--- config.mk ---
export PLATFORM = sky130hd
export DESIGN_NAME = gate_bist_ctrl
export DESIGN_NICKNAME = d
export VERILOG_FILES = /design/src/rtl/gate_bist_pkg.sv /design/src/rtl/gate_bist_misr.sv /design/src/rtl/gate_bist_ctrl.sv
export SDC_FILE = /design/constraint.sdc
export NUM_CORES = 1
export LEC_CHECK = 0
export BUFFER_PORTS_ARGS = -buffer_cell sky130_fd_sc_hd__buf_4
export CORE_MARGIN = 2
export CORE_UTILIZATION = 45
export DETAILED_ROUTE_END_ITERATION = 10
export HOLD_SLACK_MARGIN = 0.02
export PLACE_DENSITY = 0.78
export SETUP_SLACK_MARGIN = 0.5
export SYNTH_ARGS = -nofsm -noshare
export SYNTH_HDL_FRONTEND = slang
export SYNTH_HIERARCHICAL = 1
export SYNTH_SLANG_ARGS = --single-unit
--- constraint.sdc ---
create_clock -name clk -period 1.56 [get_ports clk]
set_input_delay 0.468 -clock clk [delete_from_list [all_inputs] [get_ports clk]]
set_output_delay 0.468 -clock clk [all_outputs]
set_load 0.1 [all_outputs]
--- src/rtl/gate_bist_pkg.sv ---
// gate_bist_pkg: shared state encoding, LFSR taps and MISR polynomial for the gate BIST controller.
package gate_bist_pkg;
    typedef enum logic [1:0] {st_idle, st_seed, st_run, st_done} state_t;
    localparam int n_in_def = 19;
    localparam int n_out_def = 10;
    localparam logic [18:0] lfsr_taps = 19'h40013;
    localparam logic [9:0] misr_poly = 10'h009;
endpackage

--- src/rtl/gate_bist_misr.sv ---
// gate_bist_misr: multiple-input signature register compacting one response word per enabled cycle.
module gate_bist_misr import gate_bist_pkg::*; #(
    parameter int N_OUT = n_out_def,
    parameter logic [N_OUT-1:0] POLY = N_OUT'(misr_poly)
) (
    input  logic             clk,
    input  logic             rst_n,
    input  logic             clr,
    input  logic             en,
    input  logic [N_OUT-1:0] resp,
    output logic [N_OUT-1:0] sig
);
    always_ff @(posedge clk or negedge rst_n)
        if (!rst_n) sig <= '0;
        else if (clr) sig <= '0;
        else if (en) sig <= {sig[N_OUT-2:0], 1'b0} ^ resp ^ (sig[N_OUT-1] ? POLY : '0);
endmodule

--- src/rtl/gate_bist_ctrl.sv ---
// gate_bist_ctrl: LFSR pattern generator, pattern counter and run FSM driving a combinational gate model,
// with responses compacted into a MISR and compared against a golden signature.
module gate_bist_ctrl import gate_bist_pkg::*; #(
    parameter int N_IN = n_in_def,
    parameter int N_OUT = n_out_def,
    parameter int N_PAT = 256,
    parameter logic [N_IN-1:0] SEED = N_IN'(1)
) (
    input  logic             clk,
    input  logic             rst_n,
    input  logic             start,
    input  logic             abort,
    input  logic [N_OUT-1:0] golden_sig,
    input  logic [N_OUT-1:0] resp,
    output logic [N_IN-1:0]  pattern,
    output logic [N_OUT-1:0] signature,
    output logic             busy,
    output logic             done,
    output logic             pass
);
    localparam logic [N_IN-1:0] taps = N_IN'(lfsr_taps);
    localparam logic [N_OUT-1:0] poly = N_OUT'(misr_poly);
    localparam logic [15:0] last = 16'(N_PAT - 1);
    state_t state, nxt;
    logic [15:0] cnt;
    logic seed, run, fin;
    logic [N_OUT-1:0] sig_nxt;

    always_ff @(posedge clk or negedge rst_n)
        if (!rst_n) state <= st_idle;
        else state <= nxt;

    always_comb begin
        nxt = state;
        case (state)
            st_idle: nxt = start ? st_seed : st_idle;
            st_seed: nxt = abort ? st_idle : st_run;
            st_run:  nxt = abort ? st_idle : (cnt == last ? st_done : st_run);
            st_done: nxt = start ? st_seed : st_done;
            default: nxt = st_idle;
        endcase
    end

    always_comb begin
        seed = state == st_seed;
        run = state == st_run;
        busy = seed || run;
        done = state == st_done;
        fin = run && nxt == st_done;
    end

    // The final compaction and the pass decision happen on the same edge, so compare against the MISR's next value.
    assign sig_nxt = {signature[N_OUT-2:0], 1'b0} ^ resp ^ (signature[N_OUT-1] ? poly : '0);

    always_ff @(posedge clk or negedge rst_n)
        if (!rst_n) begin
            pattern <= SEED;
            cnt <= '0;
            pass <= 1'b0;
        end else begin
            if (seed) begin
                pattern <= SEED;
                cnt <= '0;
            end else if (run) begin
                pattern <= {pattern[N_IN-2:0], ^(pattern & taps)};
                cnt <= cnt + 16'd1;
            end
            pass <= fin ? sig_nxt == golden_sig : (nxt == st_done && pass);
        end

    gate_bist_misr #(.N_OUT(N_OUT), .POLY(poly)) u_misr (
        .clk(clk),
        .rst_n(rst_n),
        .clr(seed),
        .en(run),
        .resp(resp),
        .sig(signature)
    );
endmodule

==> flow_metrics.py, run 1 <==
metrics = {
    "status": {
        "outcome": "finished with violations",
        "violations": "negative setup slack",
    },
    "synth": {
        "yosysWarnings": 6,
        "synth-edff-count": 0,
        "synth_cell_types": 34,
        "ys_async_sr_fraction": 1.00,
        "synth_area_sq_um": 2550,
        "synth_nets": 290,
        "seq_area_frac_synth": 0.471,
        "syn_inst": 261,
        "ys.flop_type": "dfrtp_1",
        "post_synth.cell_area_avg_sq_um": 9.78,
        "ys_seq_elements": 48,
    },
    "cts": {
        "clock_path_buffers": 2,
        "htree_levels": 2,
        "cts_tree": "done",
        "clkLatencyLatePin_ps": 320,
        "clk_pin_slew_worst_paths_ps": 100,
        "cts_root_buf": "clkbuf_8",
        "numCtsBuffers": 5,
        "clock-sinks": 48,
    },
    "cells_and_area": {
        "final_core_util": 0.887,
        "syn_to_final_growth_pct": 91.4,
        "finalInstanceArea_sq_um": 4880,
        "fill_cells": 215,
        "layout.cells.non_filler": 464,
        "drive_gt1_frac": 0.592,
        "regArea_sq_um": 1320,
        "multi_input_area_sq_um": 1540,
        "final_common_cell": "buf_4",
        "nets": 420,
        "antennaDiodeCount": 0,
        "layout_common_cells": "buf_4, buf_12, xnor2_1",
    },
    "timing": {
        "hold_viol": 0,
        "max_clock_freq_ghz": 0.573,
        "skew_ps": 8.05,
        "timing.final.crit_period_ps": 1750,
        "setup_viol": 44,
        "tightest_slew_ps": 393,
        "rsz0062_at_grt": "yes",
        "maxSlewHeadroom": 0.735,
        "setup_ws_ps": -185,
        "drv_slew": 0,
        "min_period_over_period": 1.12,
    },
    "drt": {
        "antenna_left": 0,
        "wire_per_inst_microns": 22.9,
        "first_pass_iters": 4,
        "drtIter0Drc": 113,
        "wl_mm": 10.6,
        "viasPerCell": 5.68,
        "vias": 2636,
        "drc_errors": 0,
    },
    "critical_path": {
        "critPathLaunchType": "register",
        "critPathKind": "register to output pin",
        "critPathRequiredTime_ps": 1090,
        "reg2reg_to": "cnt[8]",
        "critPathMaxFanout": 3,
        "worstSetupEndpoint": "busy",
        "endpoint_kind": "output pin",
        "r2r_setup_slack_ps": -190,
        "worstSetupStartpoint": "state[1]",
        "rr_startpoint": "state[1]",
        "rr_worst_depth": 7,
        "cp.arrival_ps": 1280,
    },
    "floorplan": {
        "die_area_sq_um": 6290,
        "initial_utilization": 0.464,
        "die_y_microns": 79.3,
        "core_area_sq_um": 5510,
        "die_w_microns": 79.3,
        "pin_count": 56,
        "num_rows": 27,
    },
    "global_route": {
        "antenna_found_initial": 0,
        "grt_first_pass_wirelength_mm": 14.9,
        "grt-ovfl-total": 0,
        "track_usage": 0.314,
        "grt_max_degree": 29,
        "grt_pass1_vias": 2866,
    },
    "pwr": {
        "p_per_area_nw_per_um2": 2330,
        "finalPower_mw": 11.4,
        "peakVddDrop_mv": 1.68,
        "leakagePower_nw": 2.06,
    },
    "flow_run": {
        "max_cap_viol_count": 0,
    },
    "hold_path": {
        "min_path_type": "input pin to async pin",
    },
    "place": {
        "io_buffers": 55,
        "dp_hpwl_mm": 4.07,
        "gp_routability_congestion": 0.731,
        "place_inst": 399,
        "placed_cell_area_sq_um": 3340,
    },
}
how the worst min path moves through the flow:
stage,startpoint,to,slack [ps],depth (start not counted)
after detailed placement,rst_n,pattern[13],410,1
after CTS,rst_n,pattern[13],80,1
after floorplan,rst_n,cnt[0],170,0
after global placement,rst_n,pattern[13],410,1
after global routing,rst_n,pattern[18],70,1
final,rst_n,cnt[2],60,1
where the power goes:
| group | internal (mW) | switching (mW) | total, mW |
|---|---|---|---|
| clock network | 0.567 | 0.470 | 1.04 |
| registers | 1.71 | 0.450 | 2.16 |
| logic | 3.83 | 4.33 | 8.16 |
| total | 6.11 | 5.25 | 11.4 |
per-stage QoR:
| step | worst slack, ps | hold WS, ps | TNS (ps) |
|---|---|---|---|
| after detailed placement | -126 | 411 | -362 |
| after CTS | -126 | 80.1 | -864 |
| after global routing | -217 | 73.3 | -5880 |
| after global placement | -67.9 | 410 | -67.9 |
| after floorplan | -172 | 172 | -3360 |
| final | -185 | 57.8 | -4500 |
area by class of cell:
type,instances,share of cell area
Tap cell,72,0.0184
Clock buffer,7,0.0197
Multi-Input combinational cell,172,0.316
Clock inverter,1,0.00615
Sequential cell,48,0.269
Inverter,30,0.0231
Timing Repair Buffer,134,0.348
timing repair:
item | CTS | global route
setup buffers | 38 | 11
pin swaps | 25 | 20
endpoints found under the setup margin | 80 | 80
gates cloned | 7 | 1
hold buffers | 0 | 0
gates resized for setup | 180 | 27
cell usage after synthesis (2+ instances only):
cell      number  area share
a211oi_1       9       0.026
a21oi_1        6       0.012
and2_1         2      0.0049
and3_1         2      0.0049
clkbuf_1       8       0.012
dfrtp_1       47        0.46
ha_1           5       0.025
inv_1         30       0.044
mux2_2         2      0.0088
nand2_1        6      0.0088
nand3_1        5      0.0098
nand3b_1      19       0.056
nand4_1        5       0.012
nor2_1        24       0.035
nor3_1         5      0.0098
nor3b_1        2      0.0059
nor4b_1        2      0.0069
o21ai_0       23       0.045
o22ai_1        3      0.0074
or3_1          4      0.0098
xnor2_1       33        0.11
xor2_1         7       0.024
flip-flops by register name, indices dropped and copies added, names as in the netlist:
| register | flops |
|---|---|
| cnt | 16 |
| state | 2 |
| u_misr/sig | 10 |
| pattern | 19 |
| pass | 1 |
worst max-delay path, cell delays in order, from the launching register on:
cell and delay [ps]:
dfrtp_1 400, inv_2 80, ha_4 290, buf_12 170
routing by layer:
metal	track usage	share of wire	vias up	wire (microns)
met5	0	0	-	0
met4	0.124	0.055	0	588
met3	0.0682	0.049	51	520
met2	0.583	0.54	112	5780
met1	0.347	0.35	1345	3750
li1	-	-	1128	-
logic make-up after synthesis:
family | after synthesis | share of synthesized area
buf+inv | 41 | 0.0696
fa+ha+maj | 5 | 0.0245
compound gates | 45 | 0.103
simple gates | 78 | 0.172
flops | 48 | 0.471
xor+xnor | 41 | 0.147
mux | 3 | 0.0127
Power figures use the tool's default switching activity.
==> run 2, diff against run 1 <==
==> constraint.sdc (replaced) <==
create_clock -name clk -period 1.6 [get_ports clk]
set_input_delay 0.48 -clock clk [delete_from_list [all_inputs] [get_ports clk]]
set_output_delay 0.48 -clock clk [all_outputs]
set_load 0.1 [all_outputs]
==> flow_metrics.py, run 2 (same netlist as run 1, synthesis figures left out) <==
metrics = {
    "status": {
        "outcome": "finished with violations",
        "violations": "negative setup slack",
    },
    "timing": {
        "tightest_slew_ps": 331,
        "hold_viol": 0,
        "timing.final.crit_period_ps": 1770,
        "max_clock_freq_ghz": 0.564,
        "maxSlewHeadroom": 0.777,
        "min_period_over_period": 1.11,
        "rsz0062_at_grt": "yes",
        "setup_ws_ps": -174,
        "drv_slew": 0,
        "setup_viol": 27,
        "skew_ps": 10.7,
    },
    "place": {
        "gp_routability_congestion": 0.751,
        "dp_hpwl_mm": 4.08,
        "placed_cell_area_sq_um": 3290,
        "place_inst": 394,
        "io_buffers": 55,
    },
    "floorplan": {
        "core_area_sq_um": 5510,
        "pin_count": 56,
        "initial_utilization": 0.464,
        "die_w_microns": 79.3,
        "die_area_sq_um": 6290,
        "num_rows": 27,
        "die_y_microns": 79.3,
    },
    "cts": {
        "clock_path_buffers": 2,
        "clk_pin_slew_worst_paths_ps": 100,
        "clkLatencyLatePin_ps": 310,
        "numCtsBuffers": 5,
        "cts_root_buf": "clkbuf_8",
        "cts_hold_buf": 0,
        "cts_tree": "done",
        "htree_levels": 2,
        "clock-sinks": 48,
    },
    "pwr": {
        "leakagePower_nw": 1.97,
        "peakVddDrop_mv": 1.65,
        "p_per_area_nw_per_um2": 2190,
    },
    "critical_path": {
        "rr_startpoint": "state[1]",
        "cp.arrival_ps": 1290,
        "r2r_setup_slack_ps": -160,
        "critPathRequiredTime_ps": 1120,
        "worstSetupStartpoint": "state[1]",
        "critPathLaunchType": "register",
        "critPathMaxFanout": 4,
        "critPathKind": "register to output pin",
        "rr_worst_depth": 6,
        "endpoint_kind": "output pin",
        "reg2reg_to": "cnt[11]",
    },
    "drt": {
        "vias": 2555,
        "first_pass_iters": 4,
        "antenna_left": 0,
        "drtIter0Drc": 198,
        "wl_mm": 9.83,
        "wire_per_inst_microns": 21.4,
        "viasPerCell": 5.57,
        "drc_errors": 0,
    },
    "global_route": {
        "grt_pass1_vias": 2588,
        "grt_max_degree": 33,
        "grt_first_pass_wirelength_mm": 13.3,
        "grt-ovfl-total": 0,
        "track_usage": 0.280,
        "antenna_found_initial": 0,
    },
    "cells_and_area": {
        "final_common_cell": "buf_4",
        "layout_common_cells": "buf_4, buf_12, dfrtp_4",
        "syn_to_final_growth_pct": 89.1,
        "largest_reg_flops": 19,
        "layout.cells.non_filler": 459,
        "fill_cells": 246,
        "drive_gt1_frac": 0.605,
        "top_regs": "pattern (19), cnt (16), u_misr/sig (10)",
        "nets": 415,
        "finalInstanceArea_sq_um": 4830,
        "antennaDiodeCount": 0,
        "top_register": "pattern",
    },
    "hold_path": {
        "min_path_type": "input pin to async pin",
    },
    "flow_run": {
        "max_cap_viol_count": 0,
    },
}
-- run 2: worst max-delay path by stage --
stage	to	slack (ps)	cells past startpoint
6_report	busy	-170	3
5_1_grt	busy	-190	3
4_1_cts	busy	-110	3
3_5_place_dp	pass	-70	6
3_3_place_gp	pass	-40	6
2_1_floorplan	cnt[11]	-130	6
-- run 2: per-stage QoR --
step,utilization,setup slack [ps],hold WS (ps),TNS (ps),total power [mW]
5_1_grt,0.877,-186,32.7,-2210,10.9
3_3_place_gp,0.597,-43.8,360,-43.8,6.26
2_1_floorplan,-,-132,184,-1930,5.39
4_1_cts,0.797,-109,31.3,-313,9.06
3_5_place_dp,0.597,-71.4,364,-88.5,6.35
6_report,0.877,-174,28.1,-1410,10.6
-- run 2: worst max-delay path: stages (launching register included) --
cell and delay, ps:
dfrtp_1 430, inv_2 80, ha_4 300, buf_12 170
-- run 2: what timing repair did --
action | in CTS | in global routing
cloned | 3 | 7
hold endpoints to repair | 0 | 0
setup buffers | 34 | 13
resized for setup | 165 | 59
endpoints found under the setup margin | 80 | 80
pin swaps | 17 | 32
-- run 2: where the power goes --
part | total, mW | internal (mW) | switching (mW)
clock | 0.804 | 0.351 | 0.453
sequential | 2.10 | 1.67 | 0.433
combinational | 7.64 | 3.58 | 4.06
total | 10.6 | 5.60 | 4.95
-- run 2: layout make-up --
type                       count  area (sq um)  share of cell area
inverter                      30           113              0.0233
clock inverter                 2          15.0             0.00311
timing repair buffer         129          1640               0.340
multi-input combinational    172          1570               0.325
clock buffer                   6          82.6              0.0171
sequential                    48          1320               0.272
tap                           72          90.1              0.0187
-- run 2: per-layer routing --
layer / part of all wire / global-route usage / routed length [microns] / vias to the layer above
met5: 0 / 0 / 0 / -
met2: 0.54 / 0.529 / 5330 / 102
met1: 0.37 / 0.316 / 3630 / 1296
met3: 0.054 / 0.0591 / 530 / 35
li1: - / - / - / 1122
met4: 0.035 / 0.0810 / 343 / 0
